===== src/rtl/neutron_pkg.sv =====
// Shared types and helpers for the neutron pulse analyzer: FSM states,
// event record layout and saturating counters.
package neutron_pkg;

  localparam int TIME_W   = 16;
  localparam int WIDTH_W  = 16;
  localparam int NAFTER_W = 8;
  localparam int AFTER_W  = 16;
  localparam int REC_W    = TIME_W + WIDTH_W + NAFTER_W + AFTER_W;

  typedef enum logic [1:0] {
    S_IDLE,
    S_MAIN_HIGH,
    S_GAP,
    S_AFTER_HIGH
  } state_t;

  typedef struct packed {
    logic [TIME_W-1:0]   evtTime;
    logic [WIDTH_W-1:0]  width;
    logic [NAFTER_W-1:0] nafter;
    logic [AFTER_W-1:0]  afterTime;
  } evt_rec_t;

  function automatic logic [15:0] satInc16(input logic [15:0] value);
    return (value == 16'hFFFF) ? 16'hFFFF : value + 16'd1;
  endfunction

  function automatic logic [7:0] satInc8(input logic [7:0] value);
    return (value == 8'hFF) ? 8'hFF : value + 8'd1;
  endfunction

endpackage


===== src/rtl/neutron_evt_outreg.sv =====
// One-deep event record holding register with valid/ready handshake.
// A close that finds the register occupied and not draining is dropped and counted.
module neutron_evt_outreg
  import neutron_pkg::*;
(
  input  logic             clk,
  input  logic             rst_n,
  input  logic             i_close,
  input  logic [REC_W-1:0] i_rec,
  input  logic             i_ready,
  output logic             o_valid,
  output logic [REC_W-1:0] o_rec,
  output logic [15:0]      o_dropCount
);

  logic             r_valid;
  logic [REC_W-1:0] r_rec;
  logic [15:0]      r_dropCount;
  logic             w_canLoad;

  assign w_canLoad = !r_valid || i_ready;

  // A load on the same edge as a transfer keeps valid high with the new record.
  always_ff @(posedge clk or negedge rst_n) begin
    if (!rst_n) begin
      r_valid     <= 1'b0;
      r_rec       <= '0;
      r_dropCount <= '0;
    end else begin
      if (i_close && w_canLoad) begin
        r_rec   <= i_rec;
        r_valid <= 1'b1;
      end else if (i_ready) begin
        r_valid <= 1'b0;
      end
      if (i_close && !w_canLoad) begin
        r_dropCount <= satInc16(r_dropCount);
      end
    end
  end

  assign o_valid     = r_valid;
  assign o_rec       = r_rec;
  assign o_dropCount = r_dropCount;

endmodule


===== src/rtl/neutron_pulse_analyzer.sv =====
// Splits the pulse stream into main pulse plus afterpulse train, measures each
// group and hands one record per group to the output register.
module neutron_pulse_analyzer
  import neutron_pkg::*;
#(
  parameter int MAIN_MIN_WIDTH = 16,
  parameter int GROUP_GAP      = 64
) (
  input  logic        CLK,
  input  logic        RESET_N,
  input  logic        PULSE_IN,
  input  logic        EVT_READY,
  output logic        EVT_VALID,
  output logic [15:0] EVT_TIME,
  output logic [15:0] EVT_WIDTH,
  output logic [7:0]  EVT_NAFTER,
  output logic [15:0] EVT_AFTERTIME,
  output logic [15:0] DROP_COUNT,
  output logic [15:0] NOISE_COUNT,
  output logic        BUSY
);

  state_t      r_state, w_stateNxt;
  logic        r_pq;
  logic [15:0] r_timebase;
  logic [15:0] r_tCap, w_tCapNxt;
  logic [15:0] r_width, w_widthNxt;
  logic [7:0]  r_nafter, w_nafterNxt;
  logic [15:0] r_afterTime, w_afterTimeNxt;
  logic [15:0] r_gapCnt, w_gapCntNxt;
  logic [15:0] r_noiseCount, w_noiseCountNxt;
  logic        w_rise, w_fall, w_close;
  evt_rec_t    w_rec, w_outRec;

  assign w_rise = PULSE_IN && !r_pq;
  assign w_fall = !PULSE_IN && r_pq;

  always_ff @(posedge CLK or negedge RESET_N) begin
    if (!RESET_N) begin
      r_state      <= S_IDLE;
      r_pq         <= 1'b0;
      r_timebase   <= '0;
      r_tCap       <= '0;
      r_width      <= '0;
      r_nafter     <= '0;
      r_afterTime  <= '0;
      r_gapCnt     <= '0;
      r_noiseCount <= '0;
    end else begin
      r_state      <= w_stateNxt;
      r_pq         <= PULSE_IN;
      r_timebase   <= r_timebase + 16'd1;
      r_tCap       <= w_tCapNxt;
      r_width      <= w_widthNxt;
      r_nafter     <= w_nafterNxt;
      r_afterTime  <= w_afterTimeNxt;
      r_gapCnt     <= w_gapCntNxt;
      r_noiseCount <= w_noiseCountNxt;
    end
  end

  // A rise in GAP wins over the gap timeout, so a late afterpulse keeps the group open.
  always_comb begin
    w_stateNxt      = r_state;
    w_tCapNxt       = r_tCap;
    w_widthNxt      = r_width;
    w_nafterNxt     = r_nafter;
    w_afterTimeNxt  = r_afterTime;
    w_gapCntNxt     = r_gapCnt;
    w_noiseCountNxt = r_noiseCount;
    w_close         = 1'b0;
    case (r_state)
      S_IDLE: begin
        if (w_rise) begin
          w_tCapNxt  = r_timebase;
          w_widthNxt = 16'd1;
          w_stateNxt = S_MAIN_HIGH;
        end
      end
      S_MAIN_HIGH: begin
        if (w_fall) begin
          if (r_width >= 16'(MAIN_MIN_WIDTH)) begin
            w_nafterNxt    = '0;
            w_afterTimeNxt = '0;
            w_gapCntNxt    = '0;
            w_stateNxt     = S_GAP;
          end else begin
            w_noiseCountNxt = satInc16(r_noiseCount);
            w_stateNxt      = S_IDLE;
          end
        end else if (PULSE_IN) begin
          w_widthNxt = satInc16(r_width);
        end
      end
      S_GAP: begin
        if (w_rise) begin
          w_nafterNxt    = satInc8(r_nafter);
          w_afterTimeNxt = satInc16(r_afterTime);
          w_gapCntNxt    = '0;
          w_stateNxt     = S_AFTER_HIGH;
        end else if (r_gapCnt == 16'(GROUP_GAP - 1)) begin
          w_close    = 1'b1;
          w_stateNxt = S_IDLE;
        end else begin
          w_gapCntNxt = r_gapCnt + 16'd1;
        end
      end
      S_AFTER_HIGH: begin
        if (w_fall) begin
          w_gapCntNxt = '0;
          w_stateNxt  = S_GAP;
        end else begin
          w_afterTimeNxt = satInc16(r_afterTime);
        end
      end
      default: w_stateNxt = S_IDLE;
    endcase
  end

  assign w_rec = '{evtTime: r_tCap, width: r_width, nafter: r_nafter, afterTime: r_afterTime};

  neutron_evt_outreg u_outreg (
    .clk         (CLK),
    .rst_n       (RESET_N),
    .i_close     (w_close),
    .i_rec       (w_rec),
    .i_ready     (EVT_READY),
    .o_valid     (EVT_VALID),
    .o_rec       (w_outRec),
    .o_dropCount (DROP_COUNT)
  );

  assign EVT_TIME      = w_outRec.evtTime;
  assign EVT_WIDTH     = w_outRec.width;
  assign EVT_NAFTER    = w_outRec.nafter;
  assign EVT_AFTERTIME = w_outRec.afterTime;
  assign NOISE_COUNT   = r_noiseCount;
  assign BUSY          = (r_state != S_IDLE);

endmodule


===== config.mk =====
export PLATFORM = sky130hd
export DESIGN_NAME = neutron_pulse_analyzer
export DESIGN_NICKNAME = d
export VERILOG_FILES = /design/src/rtl/neutron_pkg.sv /design/src/rtl/neutron_evt_outreg.sv /design/src/rtl/neutron_pulse_analyzer.sv
export SDC_FILE = /design/constraint.sdc
export NUM_CORES = 1
export LEC_CHECK = 0
export CORE_UTILIZATION = 35
export DETAILED_ROUTE_END_ITERATION = 16
export PLACE_DENSITY_LB_ADDON = 0.3
export SYNTH_ARGS = -nofsm -noshare
export SYNTH_HDL_FRONTEND = slang
export SYNTH_SLANG_ARGS = --single-unit

===== constraint.sdc =====
create_clock -name CLK -period 4.4 [get_ports CLK]
set_clock_uncertainty 0.15 [all_clocks]
set_input_delay 0.88 -clock CLK [delete_from_list [all_inputs] [get_ports CLK]]
set_output_delay 0.88 -clock CLK [all_outputs]
set_load 0.01 [all_outputs]

=== Yosys cells after proc, flatten, opt, wreduce, memory -nomap -nowiden ===
Cells that the tools add are included.

* Muxes and demuxes: 34
* Reductions and logical operators: 22
* Equal/unequal tests: 19
* Order comparisons: 1
* Bitwise gates (word level): 1
* $add $sub $neg: 7

{| class="wikitable"
|+ Operators with widths
! operator !! number
|-
| 16-bit two-way mux || 14
|-
| 16-bit by 1-bit adder with 16-bit output, second input constant || 6
|-
| 16-bit case mux with 3 select lines || 2
|-
| 16-bit equality test, second input constant || 4
|-
| 8-bit two-way mux || 4
|-
| 16-bit case mux with 2 select lines || 1
|-
| 16-bit by 6-bit equality test with 1-bit output, second input constant || 1
|-
| 16-bit by 5-bit greater-or-equal comparator with 1-bit output, second input constant || 1
|-
| 2-bit != test, second input constant || 8
|-
| 8-bit case mux with 2 select lines || 1
|-
| 2-bit two-way mux || 6
|-
| 4-bit AND reduction || 3
|-
| 5-bit AND reduction || 2
|-
| 8-bit by 1-bit adder with 8-bit output, second input constant || 1
|-
| 8-bit equality test, second input constant || 1
|-
| 2-bit case mux with 4 select lines || 1
|-
| 2-bit nonzero test || 4
|-
| 3-bit != test, second input constant || 2
|-
| 1-bit two-way mux || 5
|-
| 2-bit equality test, second input constant || 2
|-
| 1-bit logical AND || 4
|-
| 1-bit zero test || 4
|-
| 3-bit AND reduction || 1
|-
| 3-bit nonzero test || 1
|-
| 5 further kinds || 5
|}

* Word-level logic and storage cells: 96
* Input bits: 4
* Output and inout bits: 90
* Flip-flop bits (word level): 180

=== Depth between registers and ports, before layout ===
* Depth in word-level cells: 6
* Depth in mapped cells: 8
* Gate-level depth less buffers: 6

=== Modules after synthesis ===
Synthesis repeated with hierarchy kept, for this count alone.

* Cell total of the unflattened synthesis: 788
* Area, all modules: 8607.0 sq um

{| class="wikitable"
|+ Modules (own cells, without submodules)
! module !! area an instance (sq um) !! cells an instance !! times used
|-
| neutron_pulse_analyzer || 5581.6 || 577 || 1
|-
| neutron_evt_outreg || 3025.4 || 211 || 1
|}

=== Least setup slack after synthesis ===
OpenSTA, ideal clock, no wires.

* Path kind: input port to flip-flop
* From: in PULSE_IN
* To: reg r_tCap[0]
* Slack: 1.835 ns
* Setup time: 0.125 ns
* Stages: 5
* Arrival time: 2.290 ns
* Path through: clkbuf_1 > nand2b_1 > nor2_1 > buf_2 > mux2_2

* Longest elaborated chain between the ends: 2

{| class="wikitable"
|+ RTL lines
! what !! RTL line !! text
|-
| start, declared || neutron_pulse_analyzer.sv:11 || <nowiki>input logic PULSE_IN,</nowiki>
|-
| 1-bit logical AND || neutron_pulse_analyzer.sv:35 || <nowiki>assign w_rise = PULSE_IN && !r_pq;</nowiki>
|-
| 2-bit AND reduction (no source line) || - ||
|-
| end signal, assigned || neutron_pulse_analyzer.sv:53 || <nowiki>r_tCap <= w_tCapNxt;</nowiki>
|-
| end, declared || neutron_pulse_analyzer.sv:26 || <nowiki>logic [15:0] r_tCap, w_tCapNxt;</nowiki>
|}

No other way between the ends.
A chain may end at the register's enable or synchronous reset.

=== Final worst setup path ===
* From: in PULSE_IN
* To: reg u_outreg.r_rec[1] (netlist: u_outreg.o_rec[1])

* Longest elaborated chain between the ends: 4

{| class="wikitable"
|+ RTL lines
! what !! RTL line !! text
|-
| 1-bit logical AND || neutron_pulse_analyzer.sv:35 ||
|-
| 1-bit two-way mux || neutron_pulse_analyzer.sv:96 || <nowiki>if (w_rise) begin</nowiki>
|-
| 1-bit two-way mux || neutron_pulse_analyzer.sv:72 || <nowiki>case (r_state)</nowiki>
|-
| 1-bit logical AND || neutron_evt_outreg.sv:30 || <nowiki>if (i_close && w_canLoad) begin</nowiki>
|-
| end signal, assigned || neutron_evt_outreg.sv:31 || <nowiki>r_rec <= i_rec;</nowiki>
|-
| end, declared || neutron_evt_outreg.sv:17 || <nowiki>logic [REC_W-1:0] r_rec;</nowiki>
|}

No other way between the ends.

==> key figures <==
Clock network
  • Clock transition at the registers of the reported paths: 0.07 ns
  • Clk Latency, worst-skew pair: ~0.44 ns
  • CTS tree: yes
  • Post-CTS sizing: 0
  • Num CTS Buffers: 17
  • CTS sink cnt: between 150 and 200
  • Root buf cell: clkbuf_16
  • CTS Buffer Depth: 2
  • Postcts setup bufs: 0
  • CTS Hold Bufs: 0
  • H-tree level count: 4

Final layout
  • Fin area: ~0.010 mm2
  • # diodes: 0
  • Util after Layout: 0.440
  • Most common cell after layout, fill and taps aside: dfrtp_1
  • Layout fillers: 2266
  • Multi-input gate area: 0.00378 mm2
  • Layout area overhead: 22.0%
  • Seq. cell area: between 0.004 and 0.005 mm2
  • Share of post-route cells with drive strength above 1: 0.157
  • Most frequent cells in the layout: dfrtp_1, clkdlybuf4s50_1, mux2_2, nor2_1, o21ai_0
  • Final non-filler cell total: approximately 1200
  • Nets@finish: ~890

Logic synthesis
  • Number of flops mapped to enable cells by yosys: 0
  • Xor and xnor fraction of the mapped netlist area: 0.0195
  • Mux share of post-synthesis cell area: 0.112
  • Syn nets: 799
  • Sequential fraction of the synthesis area: 0.528
  • YS warnings: 0
  • Synth Area in Simple Gates: 0.178
  • Asr flop ratio synth: 1.00
  • Cell Area, Synth: roughly 0.0085 mm2
  • Largest family of logic cells by synthesized area: simple AND/OR/NAND/NOR gates
  • Cell count after synthesis: about 790
  • Count of cell types in the netlist: 60
  • Dominant synthesized flop cell: dfrtp_1
  • Compound-gate portion of the synthesized area: 0.121
  • Adder-cell area share of the yosys netlist: 0.0129
  • Synthesized flop and latch total: 180
  • Syn avg cell area: 10.8 um2

Die
  • Die Y: roughly 160 um
  • Core Rows: 56
  • Core region area: 0.0237 mm2
  • Starting Density: 0.360
  • Die Width: ~160 um
  • Die area: around 0.025 mm2
  • Ports: 94

Global routing
  • First-pass GRT wire length: roughly 31000 um
  • Gr ovfl total: 0
  • Vias in the first global route: just over 6000
  • GRT Resource Usage Total: 0.157
  • Largest net degree at the start of global routing: 85
  • Initial antenna violation count: 0

STA
  • Fmax achieved: roughly 320 MHz
  • Min Clock Period, post-route: approximately 3.2 ns
  • Setup Total Neg Slack: 0 ns
  • Final Setup Violations: 0
  • Final period util: 0.720
  • Relative slew slack: 0.213
  • RSZ-0062 raised after global routing: false
  • Least-Margin Pin Slew: about 1.2 ns
  • Max Transition Viols Final: 0
  • Final Hold Viols: 0

Setup path
  • Crit path required time: between 4 and 5 ns
  • CP Data Arrival Time: around 3.3 ns
  • CP max-delay cell: nor3b_4
  • Worst path max stage delay: ~0.69 ns
  • Worst Path Max Fanout: 26
  • Setup crit end kind: flop
  • Crit path cell chain: clkdlybuf4s50_1 -> nand2b_1 -> nand3b_4 -> nor3b_4 -> buf_12 -> mux2_2
  • CP Launch Type: input port
  • CP Class: in2reg

Route
  • Iter 0 DRT Violations: ~400
  • Wire per inst: around 15 um
  • Routed WL: roughly 19000 um
  • Via count: ~6300
  • Vias per cell: 5.22
  • DRC errors left: 0
  • Antenna viol nets, final: 0
  • Pre-antenna DRT Iters: 5

Placed design
  • Placer Congestion: around 0.83
  • Dpl hpwl: ~13000 um
  • Placed cells: between 1000 and 1500
  • Cell Area, Placed: roughly 0.0098 mm2
  • Input/output buffers: just over 90

Flow run
  • Max-Cap Viols: 0

Pwr
  • Worst vdd ir: about 0.00023 V
  • Pleak: between 4 and 5 nW
  • PD cells: between 300 and 400 mW/mm2
  • Total power: slightly below 4 mW

Worst hold path
  • Hold Path Class: reg2reg

Run status
  • Run status: complete, no violations
## critical path, delay by kind of cell
kind	cells	cell delay [ns]
and+or+nand+nor	3	1.21
muxes	1	0.35
buffers and inverters	2	0.87
## metal layers
metal / global-route usage / routed length (um) / up-vias
li1: - / - / 3069
met1: 0.220 / 8960 / 3112
met2: 0.241 / 8830 / 109
met3: 0.0378 / 734 / 22
met4: 0.0458 / 217 / 0
met5: 0 / 0 / -
## sequential cells by signal, summed over array words and instances (netlist names)
name,count
r_nafter,8
u_outreg.o_rec,56
u_outreg.o_valid,1
r_pq,1
NOISE_COUNT,16
r_gapCnt,16
r_width,16
r_tCap,16
u_outreg.o_dropCount,16
r_afterTime,16
r_timebase,16
r_state,2
## layout make-up
class / count / share of cell area
Tap cell: 319 / 0.0383
Timing Repair Buffer: 103 / 0.0992
Multi-Input combinational cell: 553 / 0.363
Clock buffer: 17 / 0.0409
Sequential cell: 180 / 0.433
Clock inverter: 15 / 0.0177
Inverter: 22 / 0.00793
## synthesized netlist by cell type, types with 3 or more instances
master     instances  area (um2)
nand4_1           20         125
nor4_1             8        50.1
xnor2_1           11        96.3
clkbuf_1          17        63.8
nand3_1           53         265
ha_1               8         100
and3_1            29         181
dfrtp_1          180        4500
xor2_1             8        70.1
nor2_1            57         214
a21oi_1           52         260
or4_1              4        30.0
o41ai_1            3        26.3
mux2_2            81         912
o31ai_1            7        52.6
o21ai_0           56         280
or3_1              6        37.5
and2_1             4        25.0
o21a_1             5        37.5
nor2b_1            4        25.0
a41oi_1            8        70.1
nand2b_1           5        31.3
buf_6              5        56.3
o2111ai_1          4        35.0
o2bb2a_1           3        30.0
a21o_1             3        22.5
nor3_1             7        35.0
inv_1             22        82.6
a31oi_1           16         100
o22a_1             4        35.0
buf_2              9        45.0
and4_1             8        70.1
nand2_1           44         165
## per-stage QoR
step / hold slack [ns] / worst slack (ns)
6_report: 0.327 / 1.23
5_1_grt: 0.364 / 1.10
4_1_cts: 0.328 / 1.21
3_5_place_dp: 0.318 / 0.759
3_3_place_gp: 0.303 / 0.841
2_1_floorplan: 0.286 / 1.84
## final timing paths
kind                                      from            endpoint  slack [ns]  cells past startpoint
worst max register to register      r_state[1]   u_outreg.o_rec[1]        1.34                      5
min in group asynchronous              RESET_N  u_outreg.o_rec[50]        0.34                      1
worst min register to register  r_timebase[15]      r_timebase[15]        0.33                      1
max in group asynchronous              RESET_N      NOISE_COUNT[2]        2.86                      2
worst min-delay path            r_timebase[15]      r_timebase[15]        0.33                      1
worst max-delay path                  PULSE_IN   u_outreg.o_rec[1]        1.23                      6
## cell families after synthesis
family,after synthesis
simple gates,269
flops,180
compound gates,172
mux,84
buf+inv,54
xor+xnor,19
fa+ha+maj,9
## report_power, final
group	internal [mW]	switching [mW]	leakage [nW]
clock network	0.863	0.707	0.298
logic	0.172	0.241	1.82
registers	1.75	0.136	2.46
total	2.78	1.08	4.58
(Power assumes the default switching activity.)
